**config.mk**
```make
export PLATFORM = sky130hd
export DESIGN_NAME = bcd_countdown_ctrl
export DESIGN_NICKNAME = d
export VERILOG_FILES = /design/src/rtl/bcd_countdown_ctrl.sv
export SDC_FILE = /design/constraint.sdc
export NUM_CORES = 1
export LEC_CHECK = 0
export ABC_AREA = 1
export BUFFER_PORTS_ARGS = -buffer_cell sky130_fd_sc_hd__buf_2
export CAP_MARGIN = 20
export CORE_MARGIN = 10
export CORE_UTILIZATION = 58
export DETAILED_ROUTE_END_ITERATION = 6
export GPL_ROUTABILITY_DRIVEN = 0
export PLACE_DENSITY = 0.79
export SYNTH_ARGS = -nofsm -noshare
export SYNTH_HDL_FRONTEND = slang
export SYNTH_SLANG_ARGS = --single-unit
```
**constraint.sdc**
```tcl
create_clock -name CLK -period 2.1 [get_ports CLK]
set_input_delay 0 -clock CLK [delete_from_list [all_inputs] [get_ports CLK]]
set_output_delay 0 -clock CLK [all_outputs]
set_load 0.02 [all_outputs]
```
**src/rtl/bcd_countdown_ctrl.sv**
```systemverilog
// bcd_countdown_ctrl: MM:SS BCD countdown sequencer for the 7-segment display.
// Loads a sanitised target, counts down at 1 Hz from an internal prescaler,
// supports start/pause/resume/cancel, raises a low-time warning and expiry,
// and drives beeper bursts.
// Optional build macro AUTO_RELOAD_EN: on expiry, reload the shadow value and
// keep running instead of going to DONE.
module bcd_countdown_ctrl #(
    parameter int unsigned TICK_DIV   = 100_000_000,
    parameter int unsigned BEEP_TICKS = 3,
    parameter bit          WARN_BEEP  = 1'b1
) (
    input  logic        CLK,
    input  logic        RSTn,
    input  logic        load,
    input  logic [15:0] load_value,
    input  logic        start,
    input  logic        pause,
    input  logic        cancel,
    input  logic [15:0] warn_value,
    output logic [15:0] time_bcd,
    output logic [2:0]  state,
    output logic        running,
    output logic        warn_flag,
    output logic        expired,
    output logic        beep_flag
);

    typedef enum logic [2:0] {
        S_IDLE   = 3'd0,
        S_LOADED = 3'd1,
        S_RUN    = 3'd2,
        S_PAUSE  = 3'd3,
        S_DONE   = 3'd4
    } state_e;

    localparam int PW = (TICK_DIV > 1) ? $clog2(TICK_DIV) : 1;
    localparam int BW = (BEEP_TICKS > 1) ? $clog2(BEEP_TICKS) : 1;
    localparam logic [PW-1:0] PRESC_MAX = PW'(TICK_DIV - 1);
    localparam logic [BW-1:0] BEEP_LAST = BW'(BEEP_TICKS - 1);

    state_e          state_q, state_d;
    logic [15:0]     time_q, time_d;
    logic [PW-1:0]   presc_q, presc_d;
    logic [BW-1:0]   beep_cnt_q, beep_cnt_d;
    logic            beep_q, beep_d;
    logic            arm_q, arm_d;
    logic            warn_q, warn_d;
    logic            expired_q, expired_d;
`ifdef AUTO_RELOAD_EN
    logic [15:0]     shadow_q, shadow_d;
`endif

    logic presc_run, tick, warn_now, expiry, burst;

    // Clamp out-of-range BCD digits: any digit to 9, seconds tens to 5.
    function automatic logic [15:0] bcd_sanitize(input logic [15:0] v);
        logic [3:0] mt, mu, st, su;
        mt = (v[15:12] > 4'd9) ? 4'd9 : v[15:12];
        mu = (v[11:8]  > 4'd9) ? 4'd9 : v[11:8];
        st = (v[7:4]   > 4'd5) ? 4'd5 : v[7:4];
        su = (v[3:0]   > 4'd9) ? 4'd9 : v[3:0];
        return {mt, mu, st, su};
    endfunction

    // One-second BCD decrement with borrow chain; never called with 00:00.
    function automatic logic [15:0] bcd_dec(input logic [15:0] t);
        logic [3:0] mt, mu, st, su;
        {mt, mu, st, su} = t;
        if (su != 4'd0) begin
            su = su - 4'd1;
        end else begin
            su = 4'd9;
            if (st != 4'd0) begin
                st = st - 4'd1;
            end else begin
                st = 4'd5;
                if (mu != 4'd0) begin
                    mu = mu - 4'd1;
                end else begin
                    mu = 4'd9;
                    mt = mt - 4'd1;
                end
            end
        end
        return {mt, mu, st, su};
    endfunction

    // Prescaler advances while counting, in DONE, or while a beep is sounding;
    // PAUSE freezes it so resume keeps the sub-second phase.
    assign presc_run = (state_q == S_RUN || state_q == S_DONE || beep_q) &&
                       (state_q != S_PAUSE);
    assign tick      = presc_run && (presc_q == PRESC_MAX);
    assign warn_now  = (state_q == S_RUN || state_q == S_PAUSE) &&
                       (time_q != 16'h0000) && (time_q <= warn_value);

    // Next-state: command decode (cancel > load > pause > start), countdown, beeper.
    always_comb begin
        state_d    = state_q;
        time_d     = time_q;
        presc_d    = presc_q;
        beep_d     = beep_q;
        beep_cnt_d = beep_cnt_q;
        arm_d      = arm_q;
        warn_d     = warn_now;
        expiry     = 1'b0;
        burst      = 1'b0;
`ifdef AUTO_RELOAD_EN
        shadow_d   = shadow_q;
`endif
        if (presc_run) presc_d = tick ? '0 : presc_q + PW'(1);

        // Warning beep fires once on the rising edge of the warning level.
        if (!cancel && WARN_BEEP && warn_now && !warn_q && arm_q) begin
            burst = 1'b1;
            arm_d = 1'b0;
        end

        if (cancel) begin
            state_d = S_IDLE;
            time_d  = 16'h0000;
        end else if (load) begin
            time_d  = bcd_sanitize(load_value);
`ifdef AUTO_RELOAD_EN
            shadow_d = bcd_sanitize(load_value);
`endif
            arm_d   = 1'b1;
            state_d = S_LOADED;
        end else if (state_q == S_RUN) begin
            // A tick coinciding with pause still decrements; expiry overrides pause.
            if (pause) state_d = S_PAUSE;
            if (tick) begin
                if (time_q == 16'h0001) begin
                    expiry = 1'b1;
`ifdef AUTO_RELOAD_EN
                    time_d = shadow_q;
                    arm_d  = 1'b1;
`else
                    time_d  = 16'h0000;
                    state_d = S_DONE;
`endif
                end else begin
                    time_d = bcd_dec(time_q);
                end
            end
        end else if (!pause && start) begin
            if (state_q == S_LOADED && time_q != 16'h0000) begin
                state_d = S_RUN;
                presc_d = '0;
            end else if (state_q == S_PAUSE) begin
                state_d = S_RUN;
            end
        end

        // Burst restarts the prescaler so its length is whole ticks.
        if (cancel) begin
            beep_d     = 1'b0;
            beep_cnt_d = '0;
        end else if (burst || expiry) begin
            beep_d     = 1'b1;
            beep_cnt_d = '0;
            presc_d    = '0;
        end else if (beep_q && tick) begin
            if (beep_cnt_q == BEEP_LAST) begin
                beep_d     = 1'b0;
                beep_cnt_d = '0;
            end else begin
                beep_cnt_d = beep_cnt_q + BW'(1);
            end
        end
        expired_d = expiry;
    end

    // State register with asynchronous active-low reset.
    always_ff @(posedge CLK or negedge RSTn) begin
        if (!RSTn) begin
            state_q    <= S_IDLE;
            time_q     <= 16'h0000;
            presc_q    <= '0;
            beep_cnt_q <= '0;
            beep_q     <= 1'b0;
            arm_q      <= 1'b1;
            warn_q     <= 1'b0;
            expired_q  <= 1'b0;
`ifdef AUTO_RELOAD_EN
            shadow_q   <= 16'h0000;
`endif
        end else begin
            state_q    <= state_d;
            time_q     <= time_d;
            presc_q    <= presc_d;
            beep_cnt_q <= beep_cnt_d;
            beep_q     <= beep_d;
            arm_q      <= arm_d;
            warn_q     <= warn_d;
            expired_q  <= expired_d;
`ifdef AUTO_RELOAD_EN
            shadow_q   <= shadow_d;
`endif
        end
    end

    assign time_bcd  = time_q;
    assign state     = state_q;
    assign running   = (state_q == S_RUN);
    assign warn_flag = warn_q;
    assign expired   = expired_q;
    assign beep_flag = beep_q;

endmodule
```
; Word level (Yosys, flattened, before mapping)
; Index checks and enable logic that the tools add are counted.
[classes]
addsub = 6
n_div = 0
n_mux = 53
reduce_logical = 33
n_bitwise = 0
magnitude_cmp = 5
shifts = 0
n_mul = 0
n_eq_ne = 11
[ops]
columns = operator, n
row1 = $mux W27, 9
row2 = $mux W16, 5
row3 = $mux W4, 13
row4 = $add A27 B1 Y27 const B, 1
row5 = $eq A27 B27 Y1 const B, 1
row6 = $mux W3, 9
row7 = $eq A16 B1 Y1 const B, 1
row8 = $le A16 B16 Y1, 1
row9 = $reduce_bool A16 Y1, 1
row10 = $reduce_bool A4 Y1, 4
row11 = $sub A4 B1 Y4 const B, 4
row12 = $mux W1, 13
row13 = $gt A4 B4 Y1 const B, 3
row14 = $ne A4 B4 Y1 const B, 3
row15 = $reduce_bool A3 Y1, 4
row16 = $logic_and A1 B1 Y1, 10
row17 = $mux W2, 4
row18 = $eq A3 B2 Y1 const B, 2
row19 = $reduce_and A2 Y1, 3
row20 = $reduce_and A5 Y1, 1
row21 = $reduce_bool A5 Y1, 1
row22 = $gt A4 B3 Y1 const B, 1
row23 = $logic_or A1 B1 Y1, 4
row24 = $reduce_and A4 Y1, 1
row25 = other kinds (7), 9
[totals]
romBits = 0
elab_cells = 119
memories = 0
register_bits = 52
latchBits = 0
input_bits = 38
mem_bits_rw = 0

; Longest topological paths before layout
; Gate-level depths: netlist of the first run.
[depth]
word_depth = 14
depth_mapped = 16
ltp_nobuf = 15

; Worst setup path before layout of the first run
; No wires, ideal clock.
[synth_path]
path_kind = register to register
startpoint = register time_q[4], in the netlist time_bcd[4]
endpoint = register time_q[14], in the netlist time_bcd[14]
t_required_ns = 1.982
path_stages_with_launch = 12
path_buffers = 0
setup_time_ns = 0.118
slack_ns = 0.191
arrival_ns = 1.791
path_cell_list = dfrtp_1 > inv_1 > ha_1 > nand3_1 > inv_1 > nand4_1 > nand3_1 > nand2_2 > nor2_4 > nand3_1 > nand2_1 > nand2_1
[synth_via]
elab_chain_len = 6
elab_cells_between_ends = 11
cone_classes = eq/ne (4) / mux (5) / reduce/logical (2)
[synth_rtl]
columns = item, line_no
row1 = from (decl), 42  ; logic [15:0] time_q, time_d;
row2 = from (signal assigned), 189  ; time_q <= time_d;
row3 = $eq A16 B1 Y1, 132  ; if (time_q == 16'h0001) begin
row4 = $mux W16, 132
row5 = $mux W16, 131  ; if (tick) begin
row6 = $mux W16, 128  ; end else if (state_q == S_RUN) begin
row7 = $mux W16, 121  ; end else if (load) begin
row8 = $mux W16, 118  ; if (cancel) begin
; Several ways; a longest one is shown, not always the timed one. The select of a mux whose other input is x is not followed.
; A chain may end at the register's enable or synchronous reset.

; Worst setup path in the final report of the first run
[layout_path]
startpoint = register time_q[0], in the netlist time_bcd[0]
endpoint = register presc_q[3]
[layout_via]
elab_chain_len = 10
elab_cells_between_ends = 23
cone_classes = order compare (1) / eq/ne (1) / mux (13) / reduce/logical (8)
[layout_rtl]
columns = item, line_no
row1 = branches (longest 9 deep; another with $le A16 B16 Y1), -
row2 = $mux W27 *, 155  ; if (cancel) begin
row3 = net presc_d[3], 43  ; logic [PW-1:0] presc_q, presc_d;
row4 = to (signal assigned), 190  ; presc_q <= presc_d;
row5 = to (decl), 43
; Mark *: on every way through the listed nets, which the timed path passes.

==> out/qor.txt, run 1 <==
outcome: finished, violations left
failing checks: setup timing
htree depth: 2
number of nets with antenna violations after routing: 0
Worst path slowest cell: dfrtp_1
Register-to-Register Setup Slack: -30 ps
Max IR drop VDD: 0.000632 V
Placeable Area: 6390 um^2
Syn Nets: 596
Max-Cap Viols: 0
Slew Limit Fails: 0
Die Ht: 101 um
worst reg2reg startpoint: time_bcd[0]
Num CTS Buffers: 5
kind of critical path: reg -> reg
num ports: 61
initial antenna violation count: 0
Critical Path RT: 2310 ps
final core occ: 74.7%
sequential power share: 34.4%
Placed Cells: 688
CP Max Fanout: 6
Comb pwr share: 45.7%
Setup violations, final: 18
via count: 3,946
die width: 101 um
NetSw: 1.48 mW
Mean Syn Cell Area: 7.20 um^2
hold path start: load_value[4]
Antenna Cells: 0
Syn Inst Count: 535
vias in the first global route: 3,704
WL per Instance: 15.6 um
detailed-router iteration count before antenna repair: 5
DP HPWL: 8180 um
RSZ-0062 raised after global routing: yes
leakage power: 2.45 nW
TritonCTS clock tree: yes
# port buffers: 60
final-stage net count: 691
# DRC: 0
Total Power: 3.67 mW
WL final: 11,000 um
hold path depth: 5
Die ar.: 10,300 um^2
Vias/cell: 5.57
worst hold path class: in -> reg
Post-Layout Cell Count: 708
Site Rows: 29
first-pass GRT wire length: 17,100 um
Clock Power Share: 19.9%
Worst Hold End: time_bcd[4]
Sw Ratio: 40.3%
clk buf depth: 2
clock sinks: 52
RR Endpoint: presc_q[3]
Fin. Hold Viols: 0
clk root buf: clkbuf_8
Worst R2R Path Depth: 9
Max transition margin: 57.8%
delay of the slowest critical-path stage: 450 ps
Final WS setup: -33.0 ps
fmax: 469 MHz
Worst-Skew Late Latency: 320 ps
post-synthesis register bit count: 52
Data arrival, critical path: 2340 ps
Starting Density: 60.3%
fin crit period: 2130 ps
critical path, cell by cell: inv_2, ha_1, nand2_1, inv_1, a31oi_2, nand4_1, nand3_4, clkbuf_16, nor2_2
clock skew: 11.1 ps
layout cells sized above 1: 26.5%
Slew @ Worst Pin: 634 ps
Pwr per Cell Area: 769 nW/um^2
largest net degree at the start of global routing: 29
Critical Path End Type: register
mapped cell area: 3850 um^2
1st-iter DRT viols: 331
fillers: 480
total global routing track utilization: 20.0%
Setup crit start kind: register
Clock Pin Slew Worst Setup and Hold Paths: 100 ps
Synthesis Warnings: 0
Seq/Total Area, Yosys: 33.8%
crit path from: time_bcd[0]
Netlist cell types: 36
total grt overflow: 0
crit share post-route: 102%
area growth from synthesis to layout: 23.9%
internal power: 2.19 mW
## what timing repair did
action,CTS,global route
gates resized for setup,0,40
setup endpoints to repair,0,43
setup buffers,0,8
hold endpoints to repair,24,0
hold buffers,2,0
## area by class of cell
type,instances,area (um^2),area share [%]
clock buffer,5,68.8,1.44
inverter,89,334,7.00
tap,77,96.3,2.02
timing repair buffer,93,611,12.8
multi-input combinational,389,2310,48.4
sequential,52,1310,27.4
clock inverter,3,46.3,0.971
## worst max-delay path, delay by kind of cell, from the launching register on
family | cells | cell delay (ps)
flops | 1 | 450
fa+ha+maj | 1 | 250
simple gates | 4 | 700
buf+inv | 3 | 380
compound gates | 1 | 240
## cell usage after synthesis
library cell  count  area share (%)
nand2_1         121              12
inv_1            83             8.1
nor2_1           63             6.1
dfrtp_1          51              33
nand3_1          32             4.2
o21ai_0          27             3.5
ha_1             23             7.5
nand4_1          19             3.1
a21oi_1          16             2.1
xor2_1           16             3.6
nor3_1           15             1.9
nor2_2           11             1.8
o22ai_1           7             1.1
inv_2             6            0.58
nand2_2           5            0.81
xnor2_1           5             1.1
a21o_1            3            0.58
a31oi_1           3            0.49
buf_6             3            0.88
o211ai_1          3            0.58
or2_2             3            0.49
nand4_4           2             1.1
nor2_4            2            0.58
nor3_2            2            0.52
nor4_1            2            0.32
o21ai_1           2            0.26
a21boi_0          1            0.20
buf_12            1            0.52
buf_4             1            0.20
dfstp_2           1            0.68
nand3_2           1            0.26
nand3_4           1            0.46
nand3b_1          1            0.20
nor2_8            1            0.52
nor3_4            1            0.42
o21bai_1          1            0.20
## how the worst max path moves through the flow
stage	endpoint	slack, ps	cells after the start
after floorplan	time_bcd[14]	190	11
after global placement	time_bcd[13]	150	11
after detailed placement	presc_q[16]	40	10
after global routing	presc_q[3]	-80	9
after CTS	presc_q[16]	6	16
final	presc_q[3]	-30	9
## placed cells by master (no fill, tap or decap), types with 3 or more instances in the layout
master | netlist | layout
nand2_1 | 121 | 116
inv_1 | 83 | 78
buf_2 | 0 | 60
nor2_1 | 63 | 58
dfrtp_1 | 51 | 49
nand3_1 | 32 | 30
o21ai_0 | 27 | 27
buf_4 | 1 | 24
nand4_1 | 19 | 19
xor2_1 | 16 | 16
ha_1 | 23 | 16
nor3_1 | 15 | 14
nor2_2 | 11 | 14
a21oi_1 | 16 | 12
inv_2 | 6 | 11
nand2_2 | 5 | 10
o22ai_1 | 7 | 7
ha_4 | 0 | 6
xnor2_1 | 5 | 5
clkbuf_8 | 0 | 5
nor2_4 | 2 | 4
a21oi_2 | 0 | 4
buf_6 | 3 | 4
a21o_1 | 3 | 3
nor3_2 | 2 | 3
o211ai_1 | 3 | 3
or2_2 | 3 | 3
## through the flow
stage	area, um^2	setup WS, ps	TNS, ps	hold WS (ps)
2_1_floorplan	3850	191	0	-296
3_3_place_gp	4370	148	0	39.9
3_5_place_dp	4370	38.5	0	47.9
4_1_cts	4500	5.64	0	36.3
5_1_grt	4770	-85.0	-1680	98.4
6_report	4770	-33.0	-265	46.5
## power by group through the flow
| stage | logic, mW | clock network, mW | registers, mW |
|---|---|---|---|
| finish | 1.68 | 0.729 | 1.26 |
| global route | 1.85 | 0.769 | 1.28 |
| CTS | 1.42 | 0.745 | 1.25 |
| detailed placement | 1.41 | 0 | 1.27 |
| global placement | 1.37 | 0 | 1.26 |
| floorplan | 0.776 | 0 | 1.39 |
## metal layers
metal,up-vias,GRT usage (%),wire length [um]
met5,-,0,0
met4,0,5.79,177
met3,26,4.02,833
met2,167,33.5,5370
met1,1832,25.5,4650
li1,1921,-,-
## registers in the layout (all words and copies together) (netlist names)
| register | flops |
|---|---|
| presc_q | 27 |
| time_bcd | 16 |
| state | 3 |
| beep_cnt_q | 2 |
| arm_q | 1 |
| beep_flag | 1 |
| expired | 1 |
| warn_flag | 1 |
## cells by family (layout without fill, tap and decap cells)
kind of cell	Yosys count	count (layout)	share of synthesized area (%)
xor gates and xnor gates	21	21	4.78
AOI/OAI and AO/OA	63	63	9.03
and+or+nand+nor	282	282	34.6
DFF	52	52	33.8
adders and majority gates	23	23	7.47
buffers and inverters	94	190	10.3
Note: power is estimated with default switching activity, not from simulation.
==> run 2: changes to the inputs <==
- BUFFER_PORTS_ARGS: -buffer_cell sky130_fd_sc_hd__buf_2 -> -buffer_cell sky130_fd_sc_hd__buf_4
==> run 2 against run 1 <==
The flow now finishes without violations. Fmax rose by 4.6%. Global-route usage is 0.64 points lower. Count of clock-buffer cells in the layout is 1 higher. Largest power group unchanged.
==> out/qor.txt, run 2 (synthesized netlist as in run 1, its figures left out) <==
vias in the first global route: 3,582
1st-iter DRT viols: 278
Min Hold Slack: 34.2 ps
Vias/cell: 5.46
Antenna Cells: 0
Starting Density: 60.3%
Largest register FFs: 27
TritonCTS clock tree: yes
largest net degree at the start of global routing: 53
hold path depth: 5
kind of critical path: reg -> reg
WL final: 10,400 um
Crit path max-delay family: simple AND/OR/NAND/NOR gates
final-stage net count: 691
Worst R2R Path Depth: 9
outcome: finished, final reports clean
htree depth: 2
clk root buf: clkbuf_8
Post-Layout Cell Count: 708
Site Rows: 29
number of nets with antenna violations after routing: 0
DP HPWL: 7880 um
WP depth: 9
Final Cell Area: 4860 um^2
Max transition margin: 55.8%
Critical Path RT: 2300 ps
clk buf depth: 2
Final WS setup: 61.6 ps
most used cell, CP: nand4_1
WL per Instance: 14.6 um
most common cell after layout, fill and taps aside: nand2_1
worst path buffer plus inverter count: 1
Setup violations, final: 0
Die ar.: 10,300 um^2
setup TNS: 0 ps
delay of the slowest critical-path stage: 430 ps
crit share post-route: 97.1%
Setup crit start kind: register
initial antenna violation count: 0
Placed Cells: 687
Die Ht: 101 um
# port buffers: 60
Max IR drop VDD: 0.000644 V
fin crit period: 2040 ps
CP Max Fanout: 6
worst hold path class: in -> reg
Num CTS Buffers: 5
final core occ: 76.1%
clock skew: 10.4 ps
pre-CTS WS: 7.11 ps
Slew Limit Fails: 0
total global routing track utilization: 19.4%
first-pass GRT wire length: 16,600 um
clock sinks: 52
via count: 3,863
Critical Path End Type: register
Slew @ Worst Pin: 663 ps
fmax: 491 MHz
detailed-router iteration count before antenna repair: 5
Worst-Skew Late Latency: 310 ps
Max-Cap Viols: 0
Placeable Area: 6390 um^2
Top reg by flops: presc_q
Pwr per Cell Area: 746 nW/um^2
total grt overflow: 0
Register-to-Register Setup Slack: 60 ps
# DRC: 0
Total Power: 3.63 mW
leakage power: 2.47 nW
die width: 101 um
num ports: 61
Data arrival, critical path: 2240 ps
layout cells sized above 1: 25.5%
Worst path slowest cell: dfrtp_1
dpl cell area: 4500 um^2
Clock Pin Slew Worst Setup and Hold Paths: 100 ps
commonest non-fill, non-tap cells in the layout: nand2_1 (118), buf_4 (88), inv_1 (80)
Fin. Hold Viols: 0
area growth from synthesis to layout: 26.3%
critical path, cell by cell: ha_1, nand4_1, nor3_2, nand3_1, nand2_1, nand4_1, nand3_4, clkbuf_16, nor2_1
==> run 2: cell count changes in the layout (fill, tap and decap cells not counted), sizes merged <==
| cell | delta |
|---|---|
| clkbuf | +1 |
| clkinv | +1 |
| clkinvlp | -1 |
| inv | -1 |
==> run 2: path summary, 6_finish.rpt <==
check	startpoint	to
setup / recovery	time_bcd[8]	presc_q[21]
hold / removal	load_value[8]	time_bcd[8]
setup reg to reg	time_bcd[8]	presc_q[21]
hold reg to reg	arm_q	arm_q
max in group asynchronous	RSTn	time_bcd[1]
min in group asynchronous	RSTn	time_bcd[4]
==> run 2: metal layers <==
metal | GRT usage (%) | part of all wire, %
met5 | 0 | 0
met4 | 5.04 | 1.1
met3 | 4.29 | 6.4
met2 | 30.7 | 48
met1 | 26.1 | 45
==> run 2: power breakdown <==
| group | switching [mW] | internal, mW | total, mW | leakage, nW |
|---|---|---|---|---|
| clock | 0.336 | 0.354 | 0.690 | 0.0552 |
| sequential | 0.134 | 1.13 | 1.27 | 0.697 |
| combinational | 0.928 | 0.742 | 1.67 | 1.72 |
| total | 1.40 | 2.23 | 3.63 | 2.47 |
==> run 2: worst min-delay path, cell delays in order <==
cell and delay, ps:
buf_4 70, nand2_1 40, o211ai_1 70, nand3_1 70
nand2_1 60
==> run 2: timing repair <==
item                                    4_1_cts  5_1_grt
endpoints found under the hold margin        52        0
buffers inserted                              0        9
gates resized for setup                       1       27
endpoints found under the setup margin        2       43
hold buffers                                  2        0
pin swaps                                     0        5
gates cloned                                  0        2
==> run 2: layout make-up <==
type,count,area (um^2)
clock buffer,6,72.6
fill,459,1520
inverter,89,337
sequential,52,1310
multi-input combinational,389,2280
timing repair buffer,93,737
clock inverter,2,35.0
tap,77,96.3
